==> src/rtl/router_sched_pkg.sv <==
// router_sched_pkg: port count, address width, port index type and the
// per-output grant FSM states shared by the router scheduler.
package router_sched_pkg;
   localparam int NPORT = 8;
   localparam int AW    = 4;
   typedef logic [2:0] port_t;
   typedef enum logic {IDLE, HOLD} state_e;
endpackage

==> src/rtl/router_sched_rr_arb.sv <==
// rr_arb: one output port's IDLE/HOLD grant FSM with its round-robin pointer.
// Grants are registered; HOLD masks the winner's still-high request for one cycle.
module rr_arb
   import router_sched_pkg::*;
#(
   parameter int N = router_sched_pkg::NPORT
) (
   input  logic         clk_i,
   input  logic         rst_i,
   input  logic [N-1:0] req_i,
   input  logic         rdy_i,
   output logic         load_o,
   output port_t        sel_o,
   output logic [N-1:0] gnt_o
);
   state_e state_q, state_d;
   port_t  ptr_q, ptr_d, sel_d, win, idx;
   logic   found, load_d;

   always_comb begin
      found = 1'b0;
      win   = '0;
      idx   = '0;
      for (int k = 1; k <= N; k++) begin
         idx = port_t'((int'(ptr_q) + k) % N);
         if (!found && req_i[idx]) begin
            found = 1'b1;
            win   = idx;
         end
      end
      load_d  = state_q == IDLE && rdy_i && found;
      state_d = load_d ? HOLD : IDLE;
      ptr_d   = load_d ? win : ptr_q;
      sel_d   = load_d ? win : '0;
   end

   always_ff @(posedge clk_i or posedge rst_i)
      if (rst_i) begin
         state_q <= IDLE;
         ptr_q   <= port_t'(N - 1);
         load_o  <= 1'b0;
         sel_o   <= '0;
      end else begin
         state_q <= state_d;
         ptr_q   <= ptr_d;
         load_o  <= load_d;
         sel_o   <= sel_d;
      end

   assign gnt_o = load_o ? {{(N-1){1'b0}}, 1'b1} << sel_o : '0;
endmodule

==> src/rtl/router_sched.sv <==
// router_sched: decodes per-input destinations into per-output request vectors,
// runs one rr_arb per output, and discards out-of-range requests one per cycle.
module router_sched
   import router_sched_pkg::*;
#(
   parameter int NPORT = router_sched_pkg::NPORT,
   parameter int AW    = router_sched_pkg::AW
) (
   input  logic                clk_i,
   input  logic                rst_i,
   input  logic [NPORT-1:0]    req_vld_i,
   input  logic [NPORT*AW-1:0] req_addr_i,
   input  logic [NPORT-1:0]    out_rdy_i,
   output logic [NPORT-1:0]    req_ack_o,
   output logic [NPORT-1:0]    out_load_o,
   output logic [NPORT*3-1:0]  out_sel_o,
   output logic                err_drop_o,
   output logic [15:0]         drop_cnt_o
);
   logic [NPORT-1:0] req_mat [NPORT];
   logic [NPORT-1:0] gnt [NPORT];
   logic [NPORT-1:0] oor, drop_ack_q, drop_ack_d;
   logic [15:0]      drop_cnt_q, drop_cnt_d;

   always_comb begin
      oor = '0;
      for (int o = 0; o < NPORT; o++) req_mat[o] = '0;
      for (int i = 0; i < NPORT; i++) begin
         oor[i] = req_vld_i[i] && int'(req_addr_i[i*AW +: AW]) >= NPORT;
         for (int o = 0; o < NPORT; o++)
            req_mat[o][i] = req_vld_i[i] && int'(req_addr_i[i*AW +: AW]) == o;
      end
   end

   // A request being acked for a drop is still high this cycle; skip it.
   always_comb begin
      drop_ack_d = '0;
      for (int i = NPORT - 1; i >= 0; i--)
         if (oor[i] && !drop_ack_q[i]) begin
            drop_ack_d    = '0;
            drop_ack_d[i] = 1'b1;
         end
      drop_cnt_d = (|drop_ack_d && drop_cnt_q != 16'hFFFF) ? drop_cnt_q + 16'd1 : drop_cnt_q;
   end

   always_ff @(posedge clk_i or posedge rst_i)
      if (rst_i) begin
         drop_ack_q <= '0;
         drop_cnt_q <= '0;
      end else begin
         drop_ack_q <= drop_ack_d;
         drop_cnt_q <= drop_cnt_d;
      end

   for (genvar g = 0; g < NPORT; g++) begin : g_arb
      rr_arb #(.N(NPORT)) u_arb (
         .clk_i  (clk_i),
         .rst_i  (rst_i),
         .req_i  (req_mat[g]),
         .rdy_i  (out_rdy_i[g]),
         .load_o (out_load_o[g]),
         .sel_o  (out_sel_o[g*3 +: 3]),
         .gnt_o  (gnt[g])
      );
   end

   always_comb begin
      req_ack_o = drop_ack_q;
      for (int o = 0; o < NPORT; o++) req_ack_o = req_ack_o | gnt[o];
   end

   assign err_drop_o = |drop_ack_q;
   assign drop_cnt_o = drop_cnt_q;
endmodule

==> config.mk <==
export PLATFORM = sky130hd
export DESIGN_NAME = router_sched
export DESIGN_NICKNAME = d
export VERILOG_FILES = /design/src/rtl/router_sched_pkg.sv /design/src/rtl/router_sched_rr_arb.sv /design/src/rtl/router_sched.sv
export SDC_FILE = /design/constraint.sdc
export NUM_CORES = 1
export LEC_CHECK = 0
export BUFFER_PORTS_ARGS = -buffer_cell sky130_fd_sc_hd__buf_2
export CORE_MARGIN = 1
export CORE_UTILIZATION = 40
export CTS_CLUSTER_DIAMETER = 200
export CTS_CLUSTER_SIZE = 40
export DETAILED_ROUTE_END_ITERATION = 8
export SLEW_MARGIN = 10
export SYNTH_ARGS = -nofsm -noshare
export SYNTH_HDL_FRONTEND = slang
export SYNTH_HIERARCHICAL = 1
export SYNTH_SLANG_ARGS = --single-unit
==> constraint.sdc <==
create_clock -name clk_i -period 9.39 [get_ports clk_i]
set_clock_uncertainty 0.15 [all_clocks]
set_input_delay 0.4695 -clock clk_i [delete_from_list [all_inputs] [get_ports clk_i]]
set_output_delay 0.4695 -clock clk_i [all_outputs]
set_load 0.01 [all_outputs]
==> impl_metrics.toml <==
[outcome]
outcome = "complete, no violations"

[setup_path]
worstSetupPathType = "reg -> reg"
arrival_ns = 3.88
cp-end-kind = "flop"
r2r_setup_slack_ns = 5.60
endpoint = "g_arb[2].u_arb/sel_o[1]"
critical-path-top-delay-family = "multiplexers"
r2r_cells = 8
crit_fanout = 19
crit_path_start_kind = "flop"
slowest_stage = "dfstp_2"
r2r_end = "g_arb[2].u_arb/sel_o[1]"
cp.depth = 8
cp_slowest_stage_delay_ns = 0.79
crit_start = "g_arb[2].u_arb/ptr_q[1]"
path_buf_inv = 1
path_cells = "inv_1 > ha_1 > mux2_2 > mux4_2 > or4b_1 > nand3_1 > a21oi_1 > a211oi_1"
worstReg2RegStart = "g_arb[2].u_arb/ptr_q[1]"
required_ns = 9.48

[routing]
post_drt_wl_per_cell_microns = 20.2
highest_layer = "met4"
drc = 0
met1_length_microns = 15800
wl_met3_microns = 2500
met2_length_microns = 16600
vias = 11053
antenna_left = 0
wirelength_microns = 35700
drt_iter0_drc = 1162
dr.pass1.iters = 5
viasPerCell = 6.25

[global_routing]
overflow = 0
grtUsageTotal_pct = 24.6
grt_max_degree = 25
grt_pass1_vias = 9959
antenna_found_initial = 1
grt_pass1_wl_microns = 55700

[layout]
final_util_pct = 44.3
nets = 1449
drive_gt1_share_pct = 27.1
area_delta_synth_final_pct = 8.75
ff_latch_area_sq_um = 2030
multi_input_area_sq_um = 8780
fillers = 2788

[clocking]
cts_resized = 0
clk_pin_slew_ns = 0.07
htreeDepth = 3
cts_buffers = 9
cts_setup_buffers = 0
hold_buffers = 0
root_buffer = "clkbuf_16"
clock_latency_ns = 0.36
cts_tree = "yes"
clock_path_buffers = 2
cts_sinks = 80

[power_and_ir_drop]
seq_power_share_pct = 23.2
netSwitchingFraction_pct = 51.9
vdd_ir_drop_max_mv = 0.154
pwr-share-comb_pct = 66.4
clkPwrFrac_pct = 10.3
powerDensity_nw_per_um2 = 297
leakage_nw = 4.91
p_int_w = 0.00176
netSwitchingPower_w = 0.00190

[timing]
drv_slew = 0
setup_viol = 0
slew_headroom_pct = 30.8
finalHoldViolCount = 0
fin_crit_sh_pct = 40.3
rsz0062_at_grt = "false"
setup-tns-final_ns = 0
worst_pin_slew_ns = 1.04
finalCriticalPeriod_ns = 3.79
fmax_mhz = 264

[synthesis]
syn_area_per_cell_sq_um = 8.61
syn_area_sq_um = 11300
synth_edf_count = 0
ys_async_sr_fraction_pct = 100
synth_cell_types = 71
synth_cells = 1317
synth-seq-cells = 80
yosysSeqAreaShare_pct = 17.9
yosys_warnings = 6
synthFlopType = "dfrtp_1"
synth_fp_nets = 1384

[die]
ios = 107
die-width_microns = 170
initial_core_util_pct = 40.7
std_cell_rows = 61
coreArea_sq_um = 27900
fp.dieArea_sq_um = 29000
dieHeight_microns = 170

[hold_path]
hold_path.class = "in -> async"

[place]
hpwl_microns = 28300
io_buffers = 106
globalplace.congestion = 0.921

[job]
timing.max_cap.violations = 0
## power by group through the flow
| stage | logic [W] | clock network, W | registers [W] |
|---|---|---|---|
| finish | 0.00243 | 0.000378 | 0.000850 |
| global route | 0.00266 | 0.000398 | 0.000886 |
| CTS | 0.00240 | 0.000385 | 0.000848 |
| detailed placement | 0.00239 | 0 | 0.000853 |
| global placement | 0.00238 | 0 | 0.000851 |
| floorplan | 0.00214 | 0 | 0.000595 |
## worst min path at each step
stage | startpoint | to | cells after the start
after floorplan | rst_i | g_arb[0].u_arb/load_o | 1
after global placement | drop_cnt_o[7] | drop_cnt_o[7] | 1
after detailed placement | drop_cnt_o[7] | drop_cnt_o[7] | 1
after CTS | rst_i | g_arb[4].u_arb/load_o | 2
after global routing | rst_i | g_arb[1].u_arb/load_o | 2
final | rst_i | g_arb[1].u_arb/load_o | 2
## flip-flops by register name, indices dropped and copies added, names as in the netlist
register            cells
drop_cnt_o             16
g_arb.u_arb/sel_o      24
g_arb.u_arb/load_o      8
g_arb.u_arb/ptr_q      24
drop_ack_q              8
## layer usage
layer	global-route usage [%]	up-vias
li1	-	5204
met5	0	-
met3	3.88	41
met2	40.1	420
met4	6.66	0
met1	33.7	5388
## cells in the mapped netlist (8+ instances only)
cell type	instances	area [sq um]
or3b_2	8	70.1
buf_4	9	67.6
a221oi_1	18	158
a22oi_1	15	113
and3_1	13	81.3
nor2_1	166	623
o211ai_1	9	67.6
and2_1	8	50.1
mux2_2	80	901
nand2_1	67	251
inv_2	8	30.0
a221oi_2	8	120
nor4_1	17	106
xor2_1	10	87.6
nand3b_1	13	97.6
o221ai_1	16	140
a211oi_1	10	75.1
or3_1	8	50.1
a31oi_1	25	156
nand3_1	43	215
buf_2	19	95.1
nand3_2	15	150
nor3_1	81	405
xnor2_1	29	254
a21oi_1	93	465
nor3b_1	29	218
nand2b_1	56	350
o21a_1	14	105
mux4_2	61	1370
ha_1	17	213
dfstp_2	24	631
nor2b_1	8	50.1
clkbuf_1	16	60.1
o21ai_0	37	185
buf_6	8	90.1
a32oi_1	8	70.1
dfrtp_1	56	1400
inv_1	45	169
mux2i_1	49	490
## stage by stage
| step | setup WS (ns) | instance area (sq um) | power [W] | hold slack (ns) | cells |
|---|---|---|---|---|---|
| final | 5.60 | 12300 | 0.00366 | 0.0928 | 1769 |
| after global routing | 5.34 | 12300 | 0.00394 | 0.106 | 1767 |
| after CTS | 5.62 | 12300 | 0.00364 | 0.0914 | 1765 |
| after detailed placement | 5.64 | 12000 | 0.00325 | 0.335 | 1749 |
| after global placement | 5.61 | 12000 | 0.00323 | 0.328 | 1749 |
| after floorplan | 5.86 | 11300 | 0.00274 | 0.121 | 1317 |
## layout make-up
type | instances | area share, %
Tap cell | 378 | 3.83
Timing Repair Buffer | 107 | 4.36
Clock buffer | 9 | 1.83
Inverter | 53 | 1.61
Antenna cell | 4 | 0.0812
Sequential cell | 80 | 16.5
Clock inverter | 7 | 0.639
Multi-Input combinational cell | 1131 | 71.2
## cells in the final DEF (no fill, tap or decap), types with 16 or more instances in the layout
cell | synthesis | final
a21oi_1 | 93 | 93
a221oi_1 | 18 | 18
a31oi_1 | 25 | 25
buf_2 | 19 | 106
dfrtp_1 | 56 | 56
dfstp_2 | 24 | 24
ha_1 | 17 | 17
inv_1 | 45 | 45
mux2_2 | 80 | 80
mux2i_1 | 49 | 49
mux4_2 | 61 | 61
nand2_1 | 67 | 67
nand2b_1 | 56 | 56
nand3_1 | 43 | 43
nor2_1 | 166 | 166
nor3_1 | 81 | 81
nor3b_1 | 29 | 29
nor4_1 | 17 | 17
o21ai_0 | 37 | 37
o221ai_1 | 16 | 16
xnor2_1 | 29 | 29
## kinds of logic (layout without fill, tap and decap cells)
| family | after synthesis | count (layout) | share of synthesized area (%) |
|---|---|---|---|
| compound gates | 299 | 299 | 18.9 |
| mux | 198 | 198 | 25.4 |
| flops | 80 | 80 | 17.9 |
| buf+inv | 106 | 176 | 4.69 |
| xor+xnor | 40 | 40 | 3.16 |
| other cells | 0 | 4 | 0 |
| fa+ha+maj | 17 | 17 | 1.88 |
| simple gates | 577 | 577 | 28.1 |
## worst register-to-register path: stages, from the launching register on
cell and delay [ns]:
dfstp_2 0.79, inv_1 0.17, ha_1 0.61, mux2_2 0.41, mux4_2 0.53, or4b_1 0.52, nand3_1 0.13, a21oi_1 0.05
a211oi_1 0.32
Note: power is estimated with default switching activity, not from simulation.
